===== src/rtl/arb_pkg.sv =====
// Shared arbitration types and the round-robin pick function, reused by the
// 4/8/16-way arbiter family.
package arb_pkg;

    localparam int N_REQ = 8;
    localparam int IDX_W = 3;

    typedef enum logic {
        IDLE = 1'b0,
        BUSY = 1'b1
    } state_t;

    typedef struct packed {
        logic             found;
        logic [IDX_W-1:0] idx;
    } pick_t;

    // First requester at or after ptr, wrapping; scanned from the far end so
    // the nearest offset is written last and wins.
    function automatic pick_t rr_pick(input logic [N_REQ-1:0] req,
                                      input logic [IDX_W-1:0] ptr);
        pick_t            r;
        logic [IDX_W-1:0] idx;
        r = '0;
        for (int k = N_REQ - 1; k >= 0; k--) begin
            idx = ptr + IDX_W'(k);
            if (req[idx]) begin
                r.found = 1'b1;
                r.idx   = idx;
            end
        end
        return r;
    endfunction

endpackage


===== src/rtl/Mux8way16.sv =====
// 8-to-1 selector of 16-bit words; purely combinational, no handshake.
module Mux8way16 (
    input  logic [15:0] A,
    input  logic [15:0] B,
    input  logic [15:0] C,
    input  logic [15:0] D,
    input  logic [15:0] E,
    input  logic [15:0] F,
    input  logic [15:0] G,
    input  logic [15:0] H,
    input  logic [2:0]  SEL,
    output logic [15:0] OUT
);

    always_comb begin
        case (SEL)
            3'd0:    OUT = A;
            3'd1:    OUT = B;
            3'd2:    OUT = C;
            3'd3:    OUT = D;
            3'd4:    OUT = E;
            3'd5:    OUT = F;
            3'd6:    OUT = G;
            default: OUT = H;
        endcase
    end

endmodule


===== src/rtl/arb8way16.sv =====
// Round-robin arbiter sharing one 16-bit channel among 8 requesters; grant lands one edge after REQ.
// Word is held under VALID until READY; zero-bubble back-to-back grants on transfer.
module arb8way16 #(
    parameter int WIDTH = 16,
    parameter int CNT_W = 16
) (
    input  logic             CLK,
    input  logic             RST,
    input  logic [7:0]       REQ,
    input  logic [WIDTH-1:0] A,
    input  logic [WIDTH-1:0] B,
    input  logic [WIDTH-1:0] C,
    input  logic [WIDTH-1:0] D,
    input  logic [WIDTH-1:0] E,
    input  logic [WIDTH-1:0] F,
    input  logic [WIDTH-1:0] G,
    input  logic [WIDTH-1:0] H,
    input  logic             READY,
    output logic [7:0]       GNT,
    output logic [2:0]       SEL,
    output logic [WIDTH-1:0] OUT,
    output logic             VALID,
    output logic [CNT_W-1:0] XFER_CNT
);
    import arb_pkg::*;

    state_t           state_q, state_d;
    logic [IDX_W-1:0] sel_q, sel_d;
    logic [N_REQ-1:0] gnt_q, gnt_d;
    logic [IDX_W-1:0] ptr_q, ptr_d;
    logic [CNT_W-1:0] cnt_q, cnt_d;

    logic [IDX_W-1:0] ptr_nx;
    pick_t            pick_idle;
    pick_t            pick_busy;

    assign ptr_nx    = sel_q + IDX_W'(1);
    assign pick_idle = rr_pick(REQ, ptr_q);
    // The just-served requester is masked so competitors get their turn first.
    assign pick_busy = rr_pick(REQ & ~(N_REQ'(1) << sel_q), ptr_nx);

    always_comb begin
        state_d = state_q;
        sel_d   = sel_q;
        gnt_d   = gnt_q;
        ptr_d   = ptr_q;
        cnt_d   = cnt_q;
        case (state_q)
            IDLE: begin
                if (pick_idle.found) begin
                    sel_d   = pick_idle.idx;
                    gnt_d   = N_REQ'(1) << pick_idle.idx;
                    state_d = BUSY;
                end
            end
            default: begin
                if (READY) begin
                    cnt_d = cnt_q + CNT_W'(1);
                    ptr_d = ptr_nx;
                    if (pick_busy.found) begin
                        sel_d = pick_busy.idx;
                        gnt_d = N_REQ'(1) << pick_busy.idx;
                    end else if (!REQ[sel_q]) begin
                        gnt_d   = '0;
                        state_d = IDLE;
                    end
                    // else: sole remaining requester is re-granted without a bubble
                end else if (!REQ[sel_q]) begin
                    gnt_d   = '0;
                    state_d = IDLE;
                end
            end
        endcase
    end

    always_ff @(posedge CLK or posedge RST) begin
        if (RST) begin
            state_q <= IDLE;
            sel_q   <= '0;
            gnt_q   <= '0;
            ptr_q   <= '0;
            cnt_q   <= '0;
        end else begin
            state_q <= state_d;
            sel_q   <= sel_d;
            gnt_q   <= gnt_d;
            ptr_q   <= ptr_d;
            cnt_q   <= cnt_d;
        end
    end

    assign GNT      = gnt_q;
    assign SEL      = sel_q;
    assign VALID    = (state_q == BUSY);
    assign XFER_CNT = cnt_q;

    Mux8way16 u_mux (
        .A   (A),
        .B   (B),
        .C   (C),
        .D   (D),
        .E   (E),
        .F   (F),
        .G   (G),
        .H   (H),
        .SEL (sel_q),
        .OUT (OUT)
    );

    a_gnt_onehot: assert property (@(posedge CLK) disable iff (RST)
        GNT == (VALID ? (8'd1 << SEL) : 8'd0));

    a_sel_hold: assert property (@(posedge CLK) disable iff (RST)
        (VALID && !READY && REQ[SEL]) |=> $stable(SEL));

endmodule


===== config.mk =====
export PLATFORM = sky130hd
export DESIGN_NAME = arb8way16
export DESIGN_NICKNAME = d
export VERILOG_FILES = /design/src/rtl/arb_pkg.sv /design/src/rtl/Mux8way16.sv /design/src/rtl/arb8way16.sv
export SDC_FILE = /design/constraint.sdc
export NUM_CORES = 1
export LEC_CHECK = 0
export ABC_AREA = 1
export CAP_MARGIN = 0
export CORE_UTILIZATION = 45
export DETAILED_ROUTE_END_ITERATION = 7
export GPL_TIMING_DRIVEN = 0
export PLACE_DENSITY_LB_ADDON = 0.3
export SYNTH_ARGS = -nofsm -noshare
export SYNTH_HDL_FRONTEND = slang
export SYNTH_HIERARCHICAL = 1
export SYNTH_SLANG_ARGS = --single-unit

===== constraint.sdc =====
create_clock -name CLK -period 3.3 [get_ports CLK]
set_input_delay 0.66 -clock CLK [delete_from_list [all_inputs] [get_ports CLK]]
set_output_delay 0.66 -clock CLK [all_outputs]
set_load 0.1 [all_outputs]

## Word-level counts from Yosys, hierarchy flattened

Cells that the tools add are included.

- Register bits: 31
- Bits in latches: 0
- Memory bits (read-only): 0
- Memories: 0
- RAM bits: 0
- Output and inout port bits: 44

- Equality and inequality tests: 8
- $add $sub $neg: 16
- Magnitude comparators: 17
- Reductions and logical operators: 4
- Muxes and demuxes: 65
- Shift operators: 3
- Bitwise gates (word level): 2
- Multipliers: 0
- Divide/modulo/power cells: 0

Operators with widths:

| cell | number |
|---|---|
| one-hot mux 16 bit (7 select lines) | 1 |
| < comparator 3 x 4 -> 1 bit (second input constant) | 17 |
| two-way mux 4 bit | 16 |
| binary-select mux 1 bit (select 3 bit) | 17 |
| two-way mux 8 bit | 5 |
| adder 3 bit (second input constant) | 8 |
| left shift 1 x 3 -> 8 bit (first input constant) | 3 |
| two-way mux 1 bit | 22 |
| adder 16 x 1 -> 16 bit (second input constant) | 1 |
| adder 3 x 2 -> 3 bit (second input constant) | 4 |
| two-way mux 3 bit | 4 |
| adder 3 x 1 -> 3 bit (second input constant) | 3 |
| equality test 3 bit (second input constant) | 3 |
| AND 8 bit | 1 |
| NOT 8 bit | 1 |
| equality test 3 x 2 -> 1 bit (second input constant) | 2 |
| equality test 3 x 1 -> 1 bit (second input constant) | 1 |
| logical NOT 3 bit | 1 |
| AND reduction 3 bit | 1 |
| inequality test 2 x 1 -> 1 bit (second input constant) | 1 |
| inequality test 2 bit (second input constant) | 1 |
| AND reduction 2 bit | 1 |
| nonzero test 2 bit | 1 |

## Longest topological paths before layout

- Depth in word-level cells: 17
- Gate-level depth with buffers: 25
- Gate-level depth less buffers: 23

## Cells and area by module

The synthesis kept the hierarchy.

By module, submodules not included:

| module | cells each | seq. area each (um2) | instances | area an instance (um2) |
|---|---|---|---|---|
| arb8way16 | 480 | 775.7 | 1 | 3,089.2 |
| Mux8way16 | 277 | 0.0 | 1 | 1,338.8 |

## Worst setup path after synthesis

Ideal clock, no wire load.

- Kind: reg-to-reg
- From: register sel_q[0], in the netlist SEL[0]
- To: register sel_q[0], in the netlist SEL[0]
- Stages on the path, launching flop included: 19
- Buffers on the path: 2
- Data arrival time: 3,230 ps
- Slack: -60 ps
- Library setup time: 130 ps
- Required time: 3,170 ps
- Cells stage by stage: dfrtp_1 -> inv_2 -> buf_6 -> ha_1 -> buf_6 -> inv_4 -> nand2_2 -> nand2_2 -> nand3_1 -> nand3_1 -> nand2_2 -> nor2_2 -> nand3_1 -> nor2_1 -> nand3_1 -> inv_1 -> o22ai_2 -> o21ai_0 -> o22ai_1

- Elaborated cells between the ends (all ways): 40

RTL lines:

| item | RTL line | text |
|---|---|---|
| from (decl) | arb8way16.sv:28 | `logic [IDX_W-1:0] sel_q, sel_d;` |
| from (signal assigned) | arb8way16.sv:85 | `sel_q <= sel_d;` |
| adder 3 x 1 -> 3 bit * | arb8way16.sv:37 | `assign ptr_nx = sel_q + IDX_W'(1);` |
| named net ptr_nx[0] | arb8way16.sv:33 | `logic [IDX_W-1:0] ptr_nx;` |
| adder 3 bit | arb_pkg.sv:26 | `idx = ptr + IDX_W'(k);` |
| binary-select mux 1 bit (select 3 bit) | arb_pkg.sv:27 | `if (req[idx]) begin` |
| two-way mux 1 bit (not written as such) | arb_pkg.sv:27 |  |
| two-way mux 4 bit (7 in series) | arb_pkg.sv:27 |  |
| two-way mux 4 bit * | arb_pkg.sv:27 |  |
| two-way mux 3 bit | arb8way16.sv:60 | `if (pick_busy.found) begin` |
| two-way mux 3 bit | arb8way16.sv:57 | `if (READY) begin` |
| two-way mux 3 bit | arb8way16.sv:48 | `case (state_q)` |

The timed path passes the listed nets; every way through them passes the cells marked *. The select of a mux whose other input is x is not followed.
A chain may end at the register's enable or synchronous reset.

## Worst setup path after layout

- From: register sel_q[1], in the netlist SEL[1]
- To: output OUT[8]

- Longest elaborated chain between the ends: 2
- Elaborated cells between the ends (all ways): 8

RTL lines:

| item | RTL line | text |
|---|---|---|
| equality test 3 bit (tied with other cells) | Mux8way16.sv:16 | `case (SEL)` |
| one-hot mux 16 bit (7 select lines) * | Mux8way16.sv:16 |  |
| to (decl) | arb8way16.sv:21 | `output logic [WIDTH-1:0] OUT,` |

Mark *: on every way between the ends. The rest lies on a longest branch, timed or not.

==> key figures <==
Route
  • Residual DRC: 0
  • DRT iter0 DRCs: 364
  • Initial DRT Pass Iterations: 4
  • Routed via count: 5779
  • Via/cell ratio: 5.36
  • WL final: 16500 microns
  • Antenna Nets Post-Route: 0
  • DR WL/cell: 15.3 microns

Yosys
  • Post-synth top area cell: nand2_1
  • Compound-Gate Fraction of Synth Area: 0.0769
  • Syn. warnings: 6
  • Netlist cell types: 41
  • Commonest cells post-synth: nand2_1, nand3_1, nand4_1
  • #FFs+latches synth: 31
  • Count leader, synth: nand2_1
  • Mapped Cells: 757
  • Sequential element share of the synthesized area: 0.175
  • Synth area leaders: nand2_1, dfrtp_1, nand4_1, nand3_1, nor2_1
  • Synth Area in XOR/XNOR: 0.0413
  • Synth async-reset ratio: 1.00
  • Post-synth EDFFs: 0
  • Largest family of logic cells by synthesized area: simple AND/OR/NAND/NOR gates
  • Post-synthesis simple-gate area fraction: 0.554
  • Top FF cell, synth: dfrtp_1
  • Mux share of post-synthesis cell area: 0.00226
  • Post-synth top area share: 0.180
  • Mapped Nets: 907
  • Synth Area in Adders: 0.0311
  • Syn avg cell area: 5.85 sq um
  • Mapped Area: 4430 sq um

Clocking
  • Sink Count: 31
  • CTS tree: done
  • H-tree Lvls: 2
  • CTS root buf: clkbuf_8
  • Clock latency on the worst-skew pair: 0.29 ns
  • Clock tree buffer depth: 2
  • Clk slew on worst S/H paths: 0.07 ns
  • CTS Hold Bufs: 0
  • CTS buffer count: 5

GRT
  • GRT Util Overall: 0.314
  • Number of global-route vias before repair: 5231
  • First-pass GRT wire length: 25400 microns
  • Grt ovf: 0
  • Initial antenna violation count: 0
  • Pin count of the biggest net entering global routing: 32

Worst setup path
  • Crit. End Element: output port
  • CP max stage delay: 0.58 ns
  • Crit-path max FO: 10
  • CP cell instances: buf_4 -> clkbuf_1 -> nand4_1 -> nand2_1 -> nor2_1 -> nand3_1 -> clkdlybuf4s15_2
  • Arrival time at the worst endpoint: 2.52 ns
  • Type of the worst setup path: reg -> out
  • Required time of the critical path: 2.64 ns
  • Kind of start point of the critical path: register
  • Slowest CP cell: dfrtp_1

Cells and area
  • Layout cells sized above 1: 0.126
  • Fin area: 6570 sq um
  • Ant diodes: 0
  • Area Growth Syn to Fin: 48.3%
  • Final cell count without fillers: 1078
  • Layout fillers: 826
  • Layout Nets: 1098

Placement
  • Placed Area: 6410 sq um
  • Setup WS pre-CTS: -0.154 ns
  • Placed Instances: 1068
  • Routability Congestion: 0.927
  • Post-DP HPWL: 13200 microns
  • Buffers on Ports: 182

STA
  • Max Fclk: 0.315 GHz
  • Hold Violations, Final: 0
  • Rel. slew slack: 0.234
  • Min Tclk post-route: 3.18 ns
  • Worst-margin pin slew: 1.15 ns
  • Final period util: 0.963
  • Max Slew Vio Count: 0
  • Clock skew: 0.00457 ns
  • RSZ-0062 raised after global routing: false
  • Final setup violation count: 0
  • Worst setup margin: 0.123 ns
  • Hold WS: 0.478 ns

Die
  • Width of the die: 101 microns
  • Row count: 35
  • # IOs: 183
  • Core Region: 9370 sq um
  • Initial Util: 0.472
  • Area of the die: 10200 sq um
  • Die Ht: 101 microns

Min path
  • Min-Delay Path Class: reg -> reg

Status
  • Outcome: complete, no violations

Flow run
  • Max-Cap Viols: 0
-- cell type report --
class | count | area [sq um] | area share
Sequential cell | 31 | 778 | 0.119
Clock buffer | 6 | 82.6 | 0.0126
Buffer | 41 | 235 | 0.0358
Clock inverter | 2 | 35.0 | 0.00534
Timing Repair Buffer | 184 | 1860 | 0.283
Tap cell | 129 | 161 | 0.0246
Inverter | 77 | 292 | 0.0444
Multi-Input combinational cell | 608 | 3130 | 0.476
-- registers in the layout, summed over array words and instances (netlist names) --
| name | flops |
|---|---|
| XFER_CNT | 16 |
| GNT | 8 |
| SEL | 3 |
| ptr_q | 3 |
| VALID | 1 |
-- stage by stage --
stage / TNS, ns / util
CTS: 0 / 0.699
finish: 0 / 0.701
global route: 0 / 0.701
floorplan: 0 / -
detailed placement: -1.54 / 0.684
global placement: -1.79 / 0.684
-- what timing repair did --
| item | in CTS | in global routing |
|---|---|---|
| pin swaps | 0 | 0 |
| setup endpoints to repair | 16 | 7 |
| resized for setup | 48 | 2 |
| setup buffers | 0 | 2 |
| endpoints found under the hold margin | 0 | 0 |
-- metal layers --
metal,track usage,part of all wire,wire length [microns],up-vias
met3,0.0483,0.088,1450,31
met2,0.561,0.47,7850,254
met4,0.0981,0.027,452,0
li1,-,-,-,2907
met5,0,0,0,-
met1,0.386,0.41,6780,2587
-- kinds of logic (layout without fill, tap and decap cells) --
family,count (synthesis),count (layout)
AO/OA/AOI/OAI,58,58
flip-flops,31,31
multiplexers,1,1
AND/OR/NAND/NOR,518,518
adder cells (fa/ha/maj),11,11
XOR/XNOR,20,20
buffers and inverters,118,310
-- worst paths after layout --
path / from / to / slack (ns) / cells past startpoint
min in group asynchronous: RST / XFER_CNT[15] / 0.97 / 2
hold reg to reg: XFER_CNT[15] / XFER_CNT[15] / 0.48 / 1
setup / recovery: SEL[1] / OUT[8] / 0.12 / 7
max in group asynchronous: RST / SEL[2] / 1.56 / 2
setup reg to reg: SEL[0] / GNT[5] / 0.28 / 16
hold / removal: XFER_CNT[15] / XFER_CNT[15] / 0.48 / 1
-- layout by cell type, fill, tap and decap left out, drive strengths merged, types with 4 or more instances in the layout --
master / n
buf: 35
nand4: 83
xnor2: 8
nor2: 86
clkdlybuf4s50: 166
clkinv: 4
o21ai: 23
nand3: 112
clkdlybuf4s15: 15
ha: 11
clkbuf: 14
a21oi: 22
nand2: 232
xor2: 12
dfrtp: 31
inv: 74
-- critical path, delay by kind of cell (launching register included) --
family        cells  cell delay, ns
flops             1            0.58
simple gates      4            0.49
buf+inv           3            1.17
Power is not shown: default switching activity piles up to over one toggle a cycle in this logic, so the estimate is an artifact.
